File: src/rtl/mem_stage_lsu.sv
// Memory-stage load/store unit: turns M-stage load/store controls into a
// req/ack transaction on a word-wide data port, builds store byte lanes,
// extracts and extends load data, stalls while busy, and flags misaligned
// accesses and bus timeouts.
module mem_stage_lsu #(
    parameter int AW      = 30,
    parameter int TIMEOUT = 16
) (
    input  logic          clk,
    input  logic          reset,
    input  logic          memtoregM,
    input  logic [1:0]    memwriteM,
    input  logic          halfM,
    input  logic          bM,
    input  logic          bunsignedM,
    input  logic [31:0]   aluoutM,
    input  logic [31:0]   writedataM,
    output logic [31:0]   readdataM,
    output logic          stallM,
    output logic          misalignM,
    output logic          buserrM,
    output logic          mem_req,
    output logic          mem_we,
    output logic [3:0]    mem_be,
    output logic [AW-1:0] mem_addr,
    output logic [31:0]   mem_wdata,
    input  logic [31:0]   mem_rdata,
    input  logic          mem_ack
);

    localparam logic [1:0] ST_IDLE = 2'd0;
    localparam logic [1:0] ST_REQ  = 2'd1;
    localparam logic [1:0] ST_DONE = 2'd2;

    localparam logic [1:0] SZ_BYTE = 2'd0;
    localparam logic [1:0] SZ_HALF = 2'd1;
    localparam logic [1:0] SZ_WORD = 2'd2;

    localparam int            CW       = $clog2(TIMEOUT + 1);
    localparam logic [CW-1:0] TMO_LAST = CW'(TIMEOUT - 1);
    localparam logic [CW-1:0] TMO_MAX  = CW'(TIMEOUT);
    localparam logic [CW-1:0] CNT_ONE  = CW'(1);
    localparam logic [CW-1:0] CNT_ZERO = CW'(0);

    // Byte enables for a store of the given size at the given byte offset.
    function automatic logic [3:0] store_be(input logic [1:0] sz, input logic [1:0] off);
        logic [3:0] be;
        case (sz)
            SZ_BYTE: be = 4'b0001 << off;
            SZ_HALF: be = off[1] ? 4'b1100 : 4'b0011;
            default: be = 4'b1111;
        endcase
        return be;
    endfunction

    // Replicate the store datum across every lane it could occupy.
    function automatic logic [31:0] store_wdata(input logic [1:0] sz, input logic [31:0] wd);
        logic [31:0] w;
        case (sz)
            SZ_BYTE: w = {4{wd[7:0]}};
            SZ_HALF: w = {2{wd[15:0]}};
            default: w = wd;
        endcase
        return w;
    endfunction

    // Pick the addressed byte/half out of the word and extend it.
    function automatic logic [31:0] load_extract(input logic [1:0] sz, input logic [1:0] off,
                                                 input logic uns, input logic [31:0] rd);
        logic [7:0]  b;
        logic [15:0] h;
        logic [31:0] r;
        case (off)
            2'd0:    b = rd[7:0];
            2'd1:    b = rd[15:8];
            2'd2:    b = rd[23:16];
            default: b = rd[31:24];
        endcase
        h = off[1] ? rd[31:16] : rd[15:0];
        case (sz)
            SZ_BYTE: r = uns ? {24'd0, b} : {{24{b[7]}}, b};
            SZ_HALF: r = uns ? {16'd0, h} : {{16{h[15]}}, h};
            default: r = rd;
        endcase
        return r;
    endfunction

    logic [1:0]    state_q, state_d;
    logic [CW-1:0] cnt_q, cnt_d;
    logic          we_q, we_d;
    logic [3:0]    be_q, be_d;
    logic [AW-1:0] addr_q, addr_d;
    logic [31:0]   wdata_q, wdata_d;
    logic [1:0]    size_q, size_d;
    logic [1:0]    off_q, off_d;
    logic          uns_q, uns_d;
    logic [31:0]   rd_q, rd_d;
    logic          berr_q, berr_d;

    logic          valid_s;
    logic [1:0]    size_s;
    logic          misal_s;
    logic          issue_s;
    logic          unused_s;

    // memwriteM[1] is reserved and deliberately ignored.
    assign unused_s = memwriteM[1];

    assign valid_s = memtoregM | memwriteM[0];
    assign size_s  = bM ? SZ_BYTE : (halfM ? SZ_HALF : SZ_WORD);
    assign misal_s = ((size_s == SZ_HALF) && aluoutM[0]) ||
                     ((size_s == SZ_WORD) && (aluoutM[1:0] != 2'b00));
    assign issue_s = (state_q == ST_IDLE) && valid_s && !misal_s;

    // Stall covers the accepting IDLE cycle plus every REQ cycle; both
    // combinational flags are forced low while reset is held.
    assign stallM    = reset & (issue_s || (state_q == ST_REQ));
    assign misalignM = reset & (state_q == ST_IDLE) & valid_s & misal_s;
    assign buserrM   = berr_q;
    assign readdataM = rd_q;
    assign mem_req   = (state_q == ST_REQ);
    assign mem_we    = we_q;
    assign mem_be    = be_q;
    assign mem_addr  = addr_q;
    assign mem_wdata = wdata_q;

    // Next-state logic: capture the request, wait for ack or timeout, then release.
    always_comb begin
        state_d = state_q;
        cnt_d   = cnt_q;
        we_d    = we_q;
        be_d    = be_q;
        addr_d  = addr_q;
        wdata_d = wdata_q;
        size_d  = size_q;
        off_d   = off_q;
        uns_d   = uns_q;
        rd_d    = rd_q;
        berr_d  = 1'b0;
        case (state_q)
            ST_IDLE: begin
                if (issue_s) begin
                    state_d = ST_REQ;
                    cnt_d   = CNT_ZERO;
                    we_d    = memwriteM[0];
                    be_d    = memwriteM[0] ? store_be(size_s, aluoutM[1:0]) : 4'b1111;
                    addr_d  = aluoutM[AW+1:2];
                    wdata_d = store_wdata(size_s, writedataM);
                    size_d  = size_s;
                    off_d   = aluoutM[1:0];
                    uns_d   = bunsignedM;
                end else begin
                    state_d = ST_IDLE;
                end
            end
            ST_REQ: begin
                if (mem_ack) begin
                    state_d = ST_DONE;
                    if (!we_q) begin
                        rd_d = load_extract(size_q, off_q, uns_q, mem_rdata);
                    end else begin
                        rd_d = rd_q;
                    end
                end else if (cnt_q >= TMO_LAST) begin
                    state_d = ST_DONE;
                    berr_d  = 1'b1;
                    rd_d    = 32'd0;
                end else begin
                    if (cnt_q != TMO_MAX) begin
                        cnt_d = cnt_q + CNT_ONE;
                    end else begin
                        cnt_d = cnt_q;
                    end
                end
            end
            ST_DONE: begin
                state_d = ST_IDLE;
            end
            default: begin
                state_d = ST_IDLE;
            end
        endcase
    end

    // State and captured-request registers; reset abandons any access in flight.
    always_ff @(posedge clk or negedge reset) begin
        if (!reset) begin
            state_q <= ST_IDLE;
            cnt_q   <= CNT_ZERO;
            we_q    <= 1'b0;
            be_q    <= 4'b0000;
            addr_q  <= '0;
            wdata_q <= 32'd0;
            size_q  <= SZ_BYTE;
            off_q   <= 2'b00;
            uns_q   <= 1'b0;
            rd_q    <= 32'd0;
            berr_q  <= 1'b0;
        end else begin
            state_q <= state_d;
            cnt_q   <= cnt_d;
            we_q    <= we_d;
            be_q    <= be_d;
            addr_q  <= addr_d;
            wdata_q <= wdata_d;
            size_q  <= size_d;
            off_q   <= off_d;
            uns_q   <= uns_d;
            rd_q    <= rd_d;
            berr_q  <= berr_d;
        end
    end

endmodule

File: config.mk
export PLATFORM = sky130hd
export DESIGN_NAME = mem_stage_lsu
export DESIGN_NICKNAME = d
export VERILOG_FILES = /design/src/rtl/mem_stage_lsu.sv
export SDC_FILE = /design/constraint.sdc
export NUM_CORES = 1
export LEC_CHECK = 0
export ABC_AREA = 1
export ABC_CLOCK_PERIOD_IN_PS = 4350
export CAP_MARGIN = 30
export CORE_MARGIN = 5
export CORE_UTILIZATION = 55
export CTS_BUF_LIST = sky130_fd_sc_hd__clkbuf_4 sky130_fd_sc_hd__clkbuf_8
export DETAILED_ROUTE_END_ITERATION = 6
export DONT_BUFFER_PORTS = 1
export PLACE_DENSITY = 0.81
export SYNTH_ARGS = -nofsm -noshare
export SYNTH_HDL_FRONTEND = slang
export SYNTH_SLANG_ARGS = --single-unit
File: constraint.sdc
create_clock -name clk -period 4.35 [get_ports clk]
set_input_delay 0.87 -clock clk [delete_from_list [all_inputs] [get_ports clk]]
set_output_delay 0.87 -clock clk [all_outputs]
set_load 0.02 [all_outputs]
==> impl_metrics.toml, run 1 <==
[worst_setup_path]
cp.required_ps = 3480
slowest_delay_ps = 500
path_class = "in -> out"
path_delay_family = "compound AO/OA/AOI/OAI gates"
crit_path_cell_trace = "inv_1 -> nand2_2 -> nand2_4 -> a21oi_1"
cp_max_fo = 19
start_kind = "input pin"
cp-end-kind = "output port"
critPathSlowestCell = "a21oi_1"
worst-path-buf-inv = 1
crit_arrival_ps = 1750

[global_routing]
grt-ovfl-total = 0
grt_max_degree = 115
antenna_found_initial = 0
grt_pass1_wl_um = 21500
grt_pass1_vias = 4332
grt_usage_pct = 23.2

[synthesis]
synth_area_per_cell_um2 = 7.91
ys_seq_elements = 112
netlist_instances = 684
yosysUniqueCellTypes = 31
syn-num-nets = 792
ys_warn_count = 0
synth.cell_area_um2 = 5410
ys_seq_area_share_pct = 51.8

[finish]
layout-drive-gt1-share_pct = 6.02
antennaDiodeCount = 0
area_growth_pct = 1.97
final_nets = 768
nFillCells = 901

[clocking]
htreeDepth = 3
root_buffer = "clkbuf_8"
cts.path.max_buffers = 2
clkSinkCount = 112
clkTransAtPathRegs_ps = 110
postCtsSetupBuffers = 0
ctsHoldBuffers = 0
cts-buffers-inserted = 9
clock_latency_ps = 380
cts_resized = 0
cts_tree = "built"

[floorplan]
fp.dieH_um = 109
core_region_area_um2 = 9680
start_util_pct = 55.9
ios = 208
design.die.area_um2 = 11900
die_x_um = 109
num_rows = 36

[power]
power_frac_comb_pct = 28.6
power.share.clock_pct = 14.2
p_per_area_nw_per_um2 = 775
power.switching_mw = 2.14
leakage_nw = 2.86
p_seq_share_pct = 57.2
ir_drop_mv = 0.332
internal_power_mw = 2.14
netSwitchingFraction_pct = 50.0

[sta]
hold_violations = 0
rsz0062_at_grt = "false"
setup-tns-final_ps = 0
period_minus_slack_ps = 2620
tightestPinTransition_ps = 1050
drv_slew = 0
setup_viol = 0
clock_skew_ps = 12.7
max_freq_mhz = 382
fin_crit_sh_pct = 60.2
holdWs_ps = 173
slew_headroom_pct = 30.0

[placement]
dpl.hpwl_um = 9920
gp_routability_congestion = 0.814
place.port_buffers = 0

[flow_run]
drv_cap = 0

[drt]
post_drt_via_cell_ratio = 5.53
drt_pass1_iterations = 4
drc = 0
vias = 4413
routedWlPerCell_um = 17.4
drt_wl_total_um = 13900
drt_iter0_drc = 337
ant_nets = 0

[outcome]
status = "complete, no violations"

[worst_hold_path]
min_path_type = "in -> async"
## cell type report
| cell class | count | area, um2 | area share (%) |
|---|---|---|---|
| Multi-Input combinational cell | 502 | 2230 | 40.4 |
| Tap cell | 133 | 166 | 3.02 |
| Sequential cell | 112 | 2800 | 50.8 |
| Clock inverter | 7 | 62.6 | 1.13 |
| Timing Repair Buffer | 1 | 7.51 | 0.136 |
| Clock buffer | 9 | 124 | 2.24 |
| Inverter | 34 | 128 | 2.31 |
## worst register-to-register path, cell delays in order (launching register included)
cell and delay (ps):
dfrtp_1 410, nor3_2 280, nand2_4 70, buf_4 350
inv_2 740, o21ai_0 210, o21ai_1 170
## cell usage after synthesis
library cell	count	area (um2)
nor2_1	31	116
o21ai_0	53	265
nand2_1	297	1110
dfrtp_1	112	2800
o211ai_1	2	15.0
clkbuf_1	5	18.8
nor2_4	1	11.3
nand4_1	3	18.8
buf_1	1	3.75
o21bai_1	1	7.51
nor2_2	1	6.26
nand2_2	4	25.0
ha_1	3	37.5
a21oi_1	40	200
or2_2	4	25.0
o22ai_1	2	12.5
nand3_1	29	145
inv_2	4	15.0
o21ai_1	13	65.1
a31oi_1	1	6.26
o21a_1	1	7.51
buf_6	11	124
inv_1	30	113
buf_4	6	45.0
clkbuf_2	1	5.00
buf_2	12	60.1
o21ai_2	1	8.76
nor3_1	8	40.0
nand2_4	3	33.8
nor3_2	1	10.0
nand3_4	3	52.6
## final timing paths
path	endpoint	cells after the start	start	slack (ps)
worst max-delay path	stallM	4	bM	1730
worst min-delay path	readdataM[26]$_DFFE_PN0P_	0	reset	170
worst max register to register	mem_wdata[18]$_DFFE_PN0P_	6	state_q[1]$_DFFE_PN0P_	2050
worst min register to register	cnt_q[3]$_DFFE_PN0P_	2	cnt_q[3]$_DFFE_PN0P_	570
max in group asynchronous	mem_wdata[31]$_DFFE_PN0P_	0	reset	4070
min in group clk	cnt_q[3]$_DFFE_PN0P_	2	cnt_q[3]$_DFFE_PN0P_	570
## state kept, by name, indices dropped and copies added, names as in the netlist
| register | cells |
|---|---|
| uns_q | 1 |
| cnt_q | 5 |
| readdataM | 32 |
| state_q | 2 |
| buserrM | 1 |
| mem_addr | 30 |
| off_q | 2 |
| mem_be | 4 |
| mem_we | 1 |
| mem_wdata | 32 |
| size_q | 2 |
## routing by layer
| layer | wire length (um) | up-vias | GRT usage [%] |
|---|---|---|---|
| li1 | - | 2115 | - |
| met1 | 5200 | 2046 | 28.8 |
| met2 | 6640 | 232 | 36.8 |
| met3 | 1840 | 20 | 9.41 |
| met4 | 210 | 0 | 7.66 |
| met5 | 0 | - | 0 |
## metrics by stage
| step | area, um2 | utilization (%) | std cells | setup WS (ps) | total power [mW] |
|---|---|---|---|---|---|
| 3_5_place_dp | 5330 | 55.1 | 782 | 1310 | 3.69 |
| 2_1_floorplan | 5410 | - | 684 | 1620 | 3.44 |
| 3_3_place_gp | 5330 | 55.1 | 782 | 1350 | 3.62 |
| 6_report | 5520 | 57.0 | 798 | 1730 | 4.27 |
| 5_1_grt | 5520 | 57.0 | 798 | 1410 | 4.58 |
| 4_1_cts | 5520 | 57.0 | 798 | 1720 | 4.31 |
## cells in the final DEF, fill, tap and decap left out
master and instances:
o21ai_0 53, nand4_1 3, nand3_1 29, nand2_1 297, clkinvlp_4 3, nand2_4 3
clkbuf_8 9, o21bai_1 1, nor2_2 2, o21ai_2 1, o22ai_1 2, inv_8 2
inv_6 2, or2_2 4, nand3_4 3, ha_1 3, nor3_2 1, a21oi_1 40
o211ai_1 2, buf_4 1, nor3_1 8, o21ai_1 13, inv_1 30, dfrtp_1 112
nor2_4 1, inv_2 4, nand2_2 4, a31oi_1 1, nor2_1 30, o21a_1 1
## cells by family (layout without fill, tap and decap cells)
family	after synthesis	in the layout	synth area share (%)
buffers and inverters	70	51	7.10
adder cells (fa/ha/maj)	3	3	0.694
AO/OA/AOI/OAI	114	114	10.9
AND/OR/NAND/NOR	385	385	29.5
flip-flops	112	112	51.8
## power by group through the flow
stage                     Combinational, mW  Clock, mW  Sequential [mW]
after global routing                   1.42      0.660             2.50
after detailed placement               1.23          0             2.46
after floorplan                        1.15          0             2.29
final                                  1.22      0.607             2.45
after CTS                              1.23      0.622             2.45
after global placement                 1.16          0             2.46
Power figures use the tool's default switching activity.
==> run 2: changes to the inputs <==
ABC_CLOCK_PERIOD_IN_PS = 2660   (was 4350)
clock period = 2.66 ns   (was 4.35 ns; I/O delays follow)
==> run 2 against run 1 <==
The flow now finishes with violations (hold timing). Final area grew 1.1%. Clock skew grew 1.9 ps. Via count grew 1.8%. Flip-flop and latch count is the same. Die area is the same. Global-route usage shrank 0.14 points. Routed wire length is essentially flat.
==> impl_metrics.toml, run 2 (same netlist as run 1, synthesis figures left out) <==
[outcome]
status = "finished, violations left"
violations = "hold timing"

[worst_setup_path]
path_delay_family = "simple AND/OR/NAND/NOR gates"
crit_start = "state_q[1]$_DFFE_PN0P_"
timing.rr.end = "readdataM[4]$_DFFE_PN0P_"
crit_arrival_ps = 1680
cp-end-kind = "output port"
crit_cells = 4
critPathSlowestCell = "dfrtp_1"
cp_max_fo = 29
endpoint = "stallM"
reg2regPathDepth = 11
slowest_delay_ps = 400
start_kind = "register"
crit_path_cell_trace = "nor3_2 -> nand2_4 -> a21oi_1 -> buf_4"
path_class = "reg -> out"
rrSetupSlack_ps = 460
cp.required_ps = 2130
worst-path-buf-inv = 1
r2r-start = "cnt_q[0]$_DFFE_PN0P_"

[flow_run]
drv_cap = 0

[drt]
wl_met2_um = 6680
vias = 4494
top_layer = "met4"
drc = 0
post_drt_via_cell_ratio = 5.60
wl_met1_um = 5140
drt_pass1_iterations = 5
drt_iter0_drc = 326
routedWlPerCell_um = 17.3
drt_wl_total_um = 13900
ant_nets = 0
wl_met3_um = 1850

[floorplan]
design.die.area_um2 = 11900
core_region_area_um2 = 9680
start_util_pct = 55.9
ios = 208
num_rows = 36
fp.dieH_um = 109
die_x_um = 109

[worst_hold_path]
min_path_type = "in -> async"

[finish]
area_growth_pct = 3.10
regArea_um2 = 2800
final_common_cell = "nand2_1"
final_cell_mix = "297 x nand2_1, 112 x dfrtp_1, 53 x o21ai_0"
finish.utilization_pct = 57.6
nFillCells = 917
multi_input_area_um2 = 2230
layout-drive-gt1-share_pct = 6.58
antennaDiodeCount = 0
final_nets = 772

[global_routing]
antenna_found_initial = 0
grt_usage_pct = 23.0
grt_pass1_vias = 4318
grt_pass1_wl_um = 21600
grt_max_degree = 115
grt-ovfl-total = 0

[sta]
worst_slack_ps = 453
hold_violations = 112
setup_viol = 0
max_freq_mhz = 453
drv_slew = 0
setup-tns-final_ps = 0
holdWs_ps = -152
tightestPinTransition_ps = 695
period_minus_slack_ps = 2210
slew_headroom_pct = 53.7
rsz0062_at_grt = "false"
clock_skew_ps = 14.6
fin_crit_sh_pct = 83.0

[placement]
gp_routability_congestion = 0.856
place.port_buffers = 0
dpl.hpwl_um = 10100
pre_cts_ws_ps = 504

[power]
power.switching_mw = 3.47
p_seq_share_pct = 56.0
finalPower_mw = 7.09
power.share.clock_pct = 14.8
internal_power_mw = 3.62
power_frac_comb_pct = 29.2
netSwitchingFraction_pct = 48.9
leakage_nw = 2.91
ir_drop_mv = 0.704
p_per_area_nw_per_um2 = 1270

[clocking]
cts-buffers-inserted = 9
cts_tree = "built"
clock_latency_ps = 370
clkTransAtPathRegs_ps = 110
postCtsSetupBuffers = 0
htreeDepth = 3
clkSinkCount = 112
cts_resized = 0
root_buffer = "clkbuf_8"
cts.path.max_buffers = 2
==> run 2: worst reg2reg max path: stages, from the launching register on <==
cell and delay (ps):
dfrtp_1 450, ha_1 230, nand2_1 80, nor2_1 50, ha_1 160, nor2_1 190, nand2_1 130, nand2_4 150
nand2_4 90, inv_2 400, nand2_1 120, nand2_1 90
==> run 2: worst min-delay path by stage <==
| stage | from | endpoint | slack (ps) | cells past startpoint |
|---|---|---|---|---|
| CTS | reset | mem_wdata[2]$_DFFE_PN0P_ | -170 | 0 |
| global route | reset | mem_wdata[7]$_DFFE_PN0P_ | -190 | 0 |
| finish | reset | readdataM[29]$_DFFE_PN0P_ | -150 | 0 |
| floorplan | reset | buserrM$_DFF_PN0_ | 240 | 0 |
| detailed placement | reset | readdataM[13]$_DFFE_PN0P_ | 240 | 0 |
| global placement | reset | buserrM$_DFF_PN0_ | 240 | 0 |
==> run 2: final cells by class <==
class	instances	share of cell area, %
inverters	34	2.29
clock inverters	6	1.32
repair buffers	5	0.897
flip-flops and latches	112	50.2
multi-input cells	502	39.9
well taps	133	2.98
clock buffers	10	2.35
==> run 2: stage by stage <==
step                std cells  hold WS [ps]  instance area, um2
finish                    802          -152                5580
global route              802          -191                5580
CTS                       802          -172                5580
detailed placement        786           240                5370
global placement          786           241                5370
floorplan                 684           236                5410
==> run 2: routing by layer <==
| metal | vias up | global-route usage [%] |
|---|---|---|
| met5 | - | 0 |
| met4 | 0 | 7.66 |
| met3 | 18 | 8.23 |
| met2 | 255 | 37.2 |
| met1 | 2086 | 28.9 |
| li1 | 2135 | - |
==> run 2: power by group through the flow <==
| stage | clock [mW] | sequential, mW | combinational, mW |
|---|---|---|---|
| 3_5_place_dp | 0 | 3.99 | 2.09 |
| 5_1_grt | 1.14 | 4.07 | 2.40 |
| 6_report | 1.05 | 3.97 | 2.07 |
| 3_3_place_gp | 0 | 3.99 | 1.97 |
| 4_1_cts | 1.07 | 3.98 | 2.09 |
| 2_1_floorplan | 0 | 3.74 | 1.88 |
==> run 3: changes to the inputs <==
ABC_CLOCK_PERIOD_IN_PS = 2300   (was 2660)
clock period = 2.3 ns   (was 2.66 ns; I/O delays follow)
==> run 3 against run 2 <==
Final area grew 0.96%. Sequential power grew 17%. Clock skew grew 2.8 ps. Final cell count grew 0.12%. The run still ends with hold timing left.
==> impl_metrics.toml, run 3 (same netlist as run 1, synthesis figures left out) <==
[outcome]
status = "finished, violations left"
violations = "hold timing"

[clocking]
cts_resized = 0
clock_latency_ps = 380
root_buffer = "clkbuf_8"
cts-buffers-inserted = 9
cts.path.max_buffers = 2
cts_tree = "built"
clkSinkCount = 112
htreeDepth = 3
clkTransAtPathRegs_ps = 110
postCtsSetupBuffers = 0

[finish]
final_cell_mix = "297 x nand2_1, 112 x dfrtp_1, 53 x o21ai_0"
antennaDiodeCount = 0
final_area_um2 = 5630
layout-drive-gt1-share_pct = 6.72
final_common_cell = "nand2_1"
area_growth_pct = 4.09
final_nets = 773
nFillCells = 903

[floorplan]
num_rows = 36
die_x_um = 109
fp.dieH_um = 109
start_util_pct = 55.9
ios = 208
design.die.area_um2 = 11900
core_region_area_um2 = 9680

[placement]
pre_cts_ws_ps = 360
gp_routability_congestion = 0.854
place.port_buffers = 0
dpl.hpwl_um = 10000
placed_cell_area_um2 = 5410

[drt]
routedWlPerCell_um = 17.4
drt_wl_total_um = 14000
vias = 4473
drt_iter0_drc = 408
drt_pass1_iterations = 5
post_drt_via_cell_ratio = 5.57
ant_nets = 0
drc = 0

[worst_setup_path]
cp_max_fo = 15
rrSetupSlack_ps = 310
path_class = "reg -> out"
crit_start = "state_q[1]$_DFFE_PN0P_"
crit_arrival_ps = 1620
cp.required_ps = 1840
r2r-start = "cnt_q[0]$_DFFE_PN0P_"
start_kind = "register"
cp-end-kind = "output port"
timing.rr.end = "readdataM[5]$_DFFE_PN0P_"
endpoint = "stallM"
reg2regPathDepth = 12

[global_routing]
grt_usage_pct = 23.6
grt_pass1_wl_um = 22000
grt_pass1_vias = 4434
grt-ovfl-total = 0
grt_max_degree = 115
antenna_found_initial = 0

[sta]
setup-tns-final_ps = 0
max_freq_mhz = 481
fin_crit_sh_pct = 90.3
worst_slack_ps = 223
clock_skew_ps = 17.3
slew_headroom_pct = 54.1
tightestPinTransition_ps = 689
period_minus_slack_ps = 2080
drv_slew = 0
hold_violations = 112
setup_viol = 0
holdWs_ps = -234
rsz0062_at_grt = "false"

[flow_run]
drv_cap = 0

[worst_hold_path]
min_path_type = "in -> async"

[power]
leakage_nw = 2.93
p_per_area_nw_per_um2 = 1480
ir_drop_mv = 0.670
## run 3: cell type report
cell class              count  area, um2  share of cell area (%)
well taps                 133        166                    2.95
flip-flops and latches    112       2800                    49.8
multi-input cells         502       2230                    39.5
repair buffers              6       82.6                    1.47
inverters                  34        128                    2.27
clock inverters             7        103                    1.82
clock buffers               9        124                    2.20
## run 3: worst max-delay path: stages (launching register included)
cell     delay, ps
dfrtp_1        410
nor3_2         290
nand2_4        180
a21oi_1        180
buf_4          180
## run 3: worst min-delay path by stage
stage / start / endpoint / cells after the start
floorplan: reset / buserrM$_DFF_PN0_ / 0
global placement: reset / buserrM$_DFF_PN0_ / 0
detailed placement: reset / readdataM[13]$_DFFE_PN0P_ / 0
CTS: reset / readdataM[25]$_DFFE_PN0P_ / 0
global route: reset / mem_wdata[3]$_DFFE_PN0P_ / 0
finish: reset / readdataM[9]$_DFFE_PN0P_ / 0
## run 3: report_power, final
part | switching, mW | internal [mW] | leakage [nW]
Sequential | 1.79 | 2.84 | 1.41
Clock | 0.704 | 0.628 | 0.116
Combinational | 1.54 | 0.857 | 1.41
## run 3: layer usage
metal  share of wire (%)  global-route usage (%)  vias to the layer above
li1                    -                       -                     2124
met1                  37                    29.8                     2085
met2                  48                    37.5                      235
met3                  13                    7.70                       29
met4                 2.4                    10.1                        0
met5                   0                       0                        -
## run 3: metrics by stage
step                total power [mW]  cells  utilization [%]
floorplan                       6.50    684                -
global placement                6.92    787             55.8
detailed placement              7.07    787             55.8
CTS                             8.42    803             58.2
global route                    8.98    803             58.2
finish                          8.35    803             58.2
